--- config.mk ---
export PLATFORM = sky130hd
export DESIGN_NAME = rdid_ctrl
export DESIGN_NICKNAME = d
export VERILOG_FILES = /design/src/rtl/rdid_ctrl.sv
export SDC_FILE = /design/constraint.sdc
export NUM_CORES = 1
export LEC_CHECK = 0
export CAP_MARGIN = 0
export CELL_PAD_IN_SITES_DETAIL_PLACEMENT = 0
export CELL_PAD_IN_SITES_GLOBAL_PLACEMENT = 1
export CORE_MARGIN = 10
export CORE_UTILIZATION = 40
export CTS_CLUSTER_DIAMETER = 100
export DETAILED_ROUTE_END_ITERATION = 6
export PLACE_DENSITY_LB_ADDON = 0.1
export SETUP_SLACK_MARGIN = 0.3
export SYNTH_ARGS = -nofsm -noshare
export SYNTH_HDL_FRONTEND = slang
export SYNTH_SLANG_ARGS = --single-unit
--- constraint.sdc ---
create_clock -name clk -period 1.7 [get_ports clk]
set_input_delay 0.425 -clock clk [delete_from_list [all_inputs] [get_ports clk]]
set_output_delay 0.425 -clock clk [all_outputs]
set_load 0.02 [all_outputs]
--- src/rtl/rdid_ctrl.sv ---
// SPI-flash RDID (0x9F) reader: sends the command and captures the 3-byte JEDEC ID.
// Latency 66*CLK_DIV+1 cycles from accepted start to done; start is ignored unless idle.
module rdid_ctrl #(
  parameter int unsigned CLK_DIV = 4
) (
  input  logic       clk,
  input  logic       rst_n,
  input  logic       start,
  output logic       busy,
  output logic       done,
  output logic       spi_cs_n,
  output logic       spi_sclk,
  output logic       spi_mosi,
  input  logic       spi_miso,
  output logic [7:0] manufacture_id,
  output logic [7:0] memory_type,
  output logic [7:0] memory_capacity,
  output logic       id_valid
);

  typedef enum logic [2:0] {IDLE, CS_SETUP, SHIFT, CS_HOLD, DONE} state_t;

  localparam logic [7:0] RDID_CMD  = 8'h9F;
  localparam logic [7:0] HALF_LAST = 8'(CLK_DIV - 1);

  state_t      state_q, state_d;
  logic [7:0]  half_q, half_d;
  logic [4:0]  bit_q, bit_d;
  logic        phase_q, phase_d;
  logic [23:0] shreg_q, shreg_d;
  logic        cs_n_q, cs_n_d;
  logic        sclk_q, sclk_d;
  logic        mosi_q, mosi_d;
  logic        busy_q, busy_d;
  logic        done_q, done_d;
  logic        id_valid_q, id_valid_d;
  logic [7:0]  mfr_q, mfr_d;
  logic [7:0]  type_q, type_d;
  logic [7:0]  cap_q, cap_d;

  logic        half_last;
  logic [4:0]  bit_nxt;
  logic [2:0]  cmd_idx;

  always_comb begin
    state_d    = state_q;
    half_d     = half_q;
    bit_d      = bit_q;
    phase_d    = phase_q;
    shreg_d    = shreg_q;
    cs_n_d     = cs_n_q;
    sclk_d     = sclk_q;
    mosi_d     = mosi_q;
    busy_d     = busy_q;
    done_d     = 1'b0;
    id_valid_d = id_valid_q;
    mfr_d      = mfr_q;
    type_d     = type_q;
    cap_d      = cap_q;

    half_last = (half_q == HALF_LAST);
    bit_nxt   = bit_q + 5'd1;
    cmd_idx   = ~bit_nxt[2:0];

    case (state_q)
      IDLE: begin
        if (start) begin
          state_d = CS_SETUP;
          cs_n_d  = 1'b0;
          busy_d  = 1'b1;
          sclk_d  = 1'b0;
          mosi_d  = RDID_CMD[7];
          half_d  = 8'd0;
        end
      end
      CS_SETUP: begin
        if (half_last) begin
          state_d = SHIFT;
          half_d  = 8'd0;
          bit_d   = 5'd0;
          phase_d = 1'b0;
        end else begin
          half_d = half_q + 8'd1;
        end
      end
      SHIFT: begin
        // First cycle of a high phase is the rising edge seen by the flash.
        if (phase_q && (half_q == 8'd0) && (bit_q >= 5'd8)) begin
          shreg_d = {shreg_q[22:0], spi_miso};
        end
        if (half_last) begin
          half_d = 8'd0;
          if (!phase_q) begin
            phase_d = 1'b1;
            sclk_d  = 1'b1;
          end else if (bit_q == 5'd31) begin
            state_d = CS_HOLD;
            phase_d = 1'b0;
            bit_d   = 5'd0;
            sclk_d  = 1'b0;
            mosi_d  = 1'b0;
          end else begin
            bit_d   = bit_nxt;
            phase_d = 1'b0;
            sclk_d  = 1'b0;
            mosi_d  = (bit_nxt < 5'd8) ? RDID_CMD[cmd_idx] : 1'b0;
          end
        end else begin
          half_d = half_q + 8'd1;
        end
      end
      CS_HOLD: begin
        if (half_last) begin
          state_d    = DONE;
          half_d     = 8'd0;
          cs_n_d     = 1'b1;
          busy_d     = 1'b0;
          done_d     = 1'b1;
          id_valid_d = 1'b1;
          mfr_d      = shreg_q[23:16];
          type_d     = shreg_q[15:8];
          cap_d      = shreg_q[7:0];
        end else begin
          half_d = half_q + 8'd1;
        end
      end
      DONE: begin
        state_d = IDLE;
      end
      default: begin
        state_d = IDLE;
      end
    endcase
  end

  always_ff @(posedge clk or negedge rst_n) begin
    if (!rst_n) begin
      state_q    <= IDLE;
      half_q     <= 8'd0;
      bit_q      <= 5'd0;
      phase_q    <= 1'b0;
      shreg_q    <= 24'd0;
      cs_n_q     <= 1'b1;
      sclk_q     <= 1'b0;
      mosi_q     <= 1'b0;
      busy_q     <= 1'b0;
      done_q     <= 1'b0;
      id_valid_q <= 1'b0;
      mfr_q      <= 8'd0;
      type_q     <= 8'd0;
      cap_q      <= 8'd0;
    end else begin
      state_q    <= state_d;
      half_q     <= half_d;
      bit_q      <= bit_d;
      phase_q    <= phase_d;
      shreg_q    <= shreg_d;
      cs_n_q     <= cs_n_d;
      sclk_q     <= sclk_d;
      mosi_q     <= mosi_d;
      busy_q     <= busy_d;
      done_q     <= done_d;
      id_valid_q <= id_valid_d;
      mfr_q      <= mfr_d;
      type_q     <= type_d;
      cap_q      <= cap_d;
    end
  end

  assign busy            = busy_q;
  assign done            = done_q;
  assign spi_cs_n        = cs_n_q;
  assign spi_sclk        = sclk_q;
  assign spi_mosi        = mosi_q;
  assign id_valid        = id_valid_q;
  assign manufacture_id  = mfr_q;
  assign memory_type     = type_q;
  assign memory_capacity = cap_q;

endmodule

# Word level (Yosys, flattened, before mapping)
# Memory sizes are Yosys's and may differ from the RTL's.
# Index checks and enable logic that the tools add are counted.
# classes
add_sub_neg	2
order_cmp	3
eq_ne	11
n_mux	33
n_bitwise	1
n_reduce_logical	18
# ops
op	n
$mux 5	4
$mux 3	6
$mux 8	2
$pmux 8 s2	1
$mux 1	13
$ne 2x2->1 const B	6
$pmux 3 s4	1
$pmux 1 s2	5
$pmux 5 s2	1
$reduce_and 3->1	3
$add 8x1->8 const B	1
$eq 8x2->1 const B	1
$logic_not 8->1	1
$reduce_and 4->1	2
$reduce_bool 2->1	4
$eq 3x2->1 const B	2
$reduce_and 2->1	3
$reduce_and 6->1	1
$add 5x1->5 const B	1
$eq 5x5->1 const B	1
$ge 5x4->1 const B	1
$lt 5x4->1 const B	1
$lt 3x4->1 const B	1
$eq 3x1->1 const B	1
other kinds (4)	5
# word_totals
reg_bits	71
romBits	8
in_bits	4
output_inout_bits	30
elab_cells	83
mem_count	1
# mem_list
name	depth	word_bits	read_ports	rd_clocked_by_memory_dff	wr	line_no	rtl
(name not given)	8	1	1	0	0	106	mosi_d = (bit_nxt < 5'd8) ? RDID_CMD[cmd_idx] : 1'b0;

# Depth between registers and ports, before layout
# logic_depth
depth_word	9
mapped_depth	7
depth_no_buf	7

# Worst setup path before layout
# Ideal clock, no wire load.
# synth_timing
path_kind	reg-to-reg
startpoint	register half_q[3]
endpoint	register shreg_q[10]
setup_ns	0.125
t_arrival_ns	1.698
required_ns	1.575
setup_slack_ns	-0.123
stages_incl_launch_ff	6
path_buffers	1
period_less_slack_ns	1.823
path_cell_list	dfrtp_1 nor4_4 o211a_1 nand4_4 buf_6 mux2_4
# synth_between
elab_chain_len	4
# synth_rtl
element	line_no	rtl
start: declaration	27	logic [7:0] half_q, half_d;
start signal: assignment	154	half_q <= half_d;
$logic_not 8->1	88	if (phase_q && (half_q == 8'd0) && (bit_q >= 5'd8)) begin
$logic_and 1x1->1 (2 in a row)	88	
$reduce_and 2->1 (no line)	-	
end signal: assignment	157	shreg_q <= shreg_d;
end: declaration	30	logic [23:0] shreg_q, shreg_d;
# Every way passes these cells.
# A chain may end at the register's enable or synchronous reset.

# Worst setup path in the final report
# layout_timing
startpoint	register half_q[5]
endpoint	register shreg_q[7]
# The elaborated chain is that of the path after synthesis.

==> run_results.csv <==
group,metric,value,unit
synthesis,syn_nets,297,
cts,max-clock-path-buffers,2,
sta,hold_violations,0,
cts,clkLatencyLatePin,0.35,ns
detailed_routing,wl,7.49,mm
pwr,pwr-share-seq,0.428,
synthesis,synth_top_cells_by_area,"dfrtp_1 55%, mux2_4 9.4%, nand2_1 9.0%, mux2_2 2.1%, o21ai_0 2.0%",
sta,finalCritPeriodShare,0.997,
synthesis,ys_warn_count,0,
place,port_buffers,33,
synthesis,synth.cell_area,3190,um^2
detailed_routing,drt_iter0_drc,94,
place,hpwl,4.63,mm
sta,drv_slew,0,
cts,path_clk_slew,0.08,ns
sta,hold_ws,0.0132,ns
layout,syn_to_final_growth,43.9,%
place,gp_congestion,0.784,
synthesis,syn_area_per_cell,11.1,um^2
synthesis,synth_commonest_cells,"77 x nand2_1, 70 x dfrtp_1, 20 x mux2_4, 13 x o21ai_0, 8 x nor2_1",
detailed_routing,first_pass_iters,4,
sta,layout_setup_ws,0.00451,ns
setup_path,crit_required,1.93,ns
synthesis,synthArstFlopShare,1.00,
global_routing,gr-usage-all-layers,0.132,
setup_path,crit_path_end_kind,"register",
cts,htreeDepth,3,
pwr,pwr-share-comb,0.277,
layout,post-route-util,0.592,
place,placed_cell_area,3920,um^2
sta,fmax,0.590,GHz
synthesis,yosysMostFrequentCell,"nand2_1",
place,pre_cts_ws,-0.0402,ns
pwr,p_sw,1.45,mW
detailed_routing,vias,2378,
run_status,status,"completed",
floorplan,fp.dieH,109,um
floorplan,coreArea,7770,um^2
pwr,switching_share,0.315,
pwr,vdd_drop_max,0.567,mV
detailed_routing,vias_per_cell,4.99,
synthesis,synth_seq_cells,71,
synthesis,synth_area_leader_cell,"dfrtp_1",
global_routing,grt_pass1_vias,2445,
sta,fin_tns_setup,0,ns
pwr,p_leak,2.41,nW
cts,cts_num_sinks,71,
global_routing,overflow,0,
cts,root_buffer,"clkbuf_8",
synthesis,seq_area_frac_synth,0.557,
synthesis,ys_types,45,
global_routing,grt_pass1_wl,12.5,mm
sta,rsz0062_at_grt,"yes",
floorplan,ios,34,
hold_path,min_path_type,"in2async",
job,cap_violations,0,
sta,report.final.setup_viol,0,
layout,antenna_cells,0,
pwr,p_int,3.15,mW
sta,fin_skew,0.00899,ns
setup_path,crit_arrival,1.92,ns
sta,period_needed,1.70,ns
layout,stdcell_area,4600,um^2
layout,nets,379,
synthesis,synth_top_area_frac,0.548,
pwr,powerDensity,1000,nW/um^2
floorplan,die_area,12000,um^2
floorplan,initial_utilization,0.411,
setup_path,crit_type,"reg2reg",
cts,cts_tree,"done",
cts,cts_buffers,9,
detailed_routing,wire_per_inst,15.7,um
global_routing,grt_max_degree,32,
detailed_routing,drc_errors,0,
global_routing,antenna_found_initial,0,
synthesis,synth-main-ff-cell,"dfrtp_1",
layout,final_layout_size_suffix_gt1_frac,0.555,
floorplan,row_count,32,
synthesis,netlist_instances,288,
detailed_routing,antenna_left,0,
setup_path,startpoint_type,"register",
setup_path,r2r_cells,5,
setup_path,cp_max_fo,24,
pwr,clkPwrFrac,0.295,
synthesis,synth_edf_count,0,
sta,tightest_slew,0.453,ns
floorplan,dieWidth,109,um
sta,maxSlewHeadroom,0.698,
layer usage:
metal	track usage	part of all wire
met1	0.174	0.46
met2	0.206	0.48
met3	0.0380	0.045
met4	0.0362	0.010
met5	0	0
final timing paths:
check,start,to,slack (ns)
min,rst_n,manufacture_id[5]$_DFFE_PN0P_,0.01
max in group asynchronous,rst_n,spi_cs_n$_DFFE_PN1P_,1.12
min in group clk,shreg_q[23]$_DFFE_PN0P_,manufacture_id[7]$_DFFE_PN0P_,0.47
max reg2reg,half_q[5]$_DFFE_PN0P_,shreg_q[7]$_DFFE_PN0P_,0.005
max,half_q[5]$_DFFE_PN0P_,shreg_q[7]$_DFFE_PN0P_,0.005
min reg2reg,shreg_q[23]$_DFFE_PN0P_,manufacture_id[7]$_DFFE_PN0P_,0.47
repair_timing:
action,in CTS,in global routing
resized for setup,198,44
buffers inserted,8,3
cloned,5,1
hold buffers,0,0
setup endpoints to repair,100,73
pin swaps,50,24
metrics by stage:
step	std cells	power (mW)
detailed placement	444	3.01
global route	477	4.86
finish	477	4.60
global placement	444	2.99
CTS	473	4.54
floorplan	288	2.53
registers in the layout, indices dropped and copies added (netlist names), 3 cells and up:
name,flops
bit_q,5
half_q,8
manufacture_id,8
memory_capacity,8
memory_type,8
shreg_q,24
state_q,3
power groups by stage:
stage	Sequential, mW	Combinational (mW)	Clock, mW
final	1.97	1.27	1.36
after global routing	1.99	1.40	1.47
after CTS	1.97	1.18	1.39
after detailed placement	1.99	1.01	0
after global placement	1.99	1.00	0
after floorplan	2.01	0.515	0
layout by cell type (no fill, tap or decap), drive strengths merged, types with 3 or more instances in the layout:
master  Yosys  final
a21oi       6      6
a31oi       3      3
and3        6      6
buf         5     79
clkbuf      7     10
clkinv      0      3
dfrtp      70     70
ha          5      5
inv         7      8
mux2       26     26
nand2      77     77
nand2b      4      4
nand3       7      7
nand3b      3      3
nand4       3      3
nor2        8      8
nor3        3      3
o21ai      13     13
or2         3      3
xnor2       4      4
critical path, cell delays in order, from the launching register on:
cell	delay, ns
dfrtp_1	0.41
nor4_4	0.35
o211a_1	0.24
nand4_4	0.09
buf_12	0.19
mux2_4	0.30
cell families after synthesis:
logic type / Yosys count / share of synthesized area
AO/OA/AOI/OAI: 37 / 0.0760
AND/OR/NAND/NOR: 123 / 0.185
XOR/XNOR: 6 / 0.0165
buffers and inverters: 19 / 0.0282
multiplexers: 27 / 0.118
flip-flops: 71 / 0.557
adder cells (fa/ha/maj): 5 / 0.0196
area by class of cell:
type	instances	area, um^2
Clock buffer	9	124
Multi-Input combinational cell	198	1690
Fill cell	658	3170
Timing Repair Buffer	83	776
Inverter	7	26.3
Tap cell	102	128
Clock inverter	7	72.6
Sequential cell	71	1780
(Power assumes the default switching activity.)
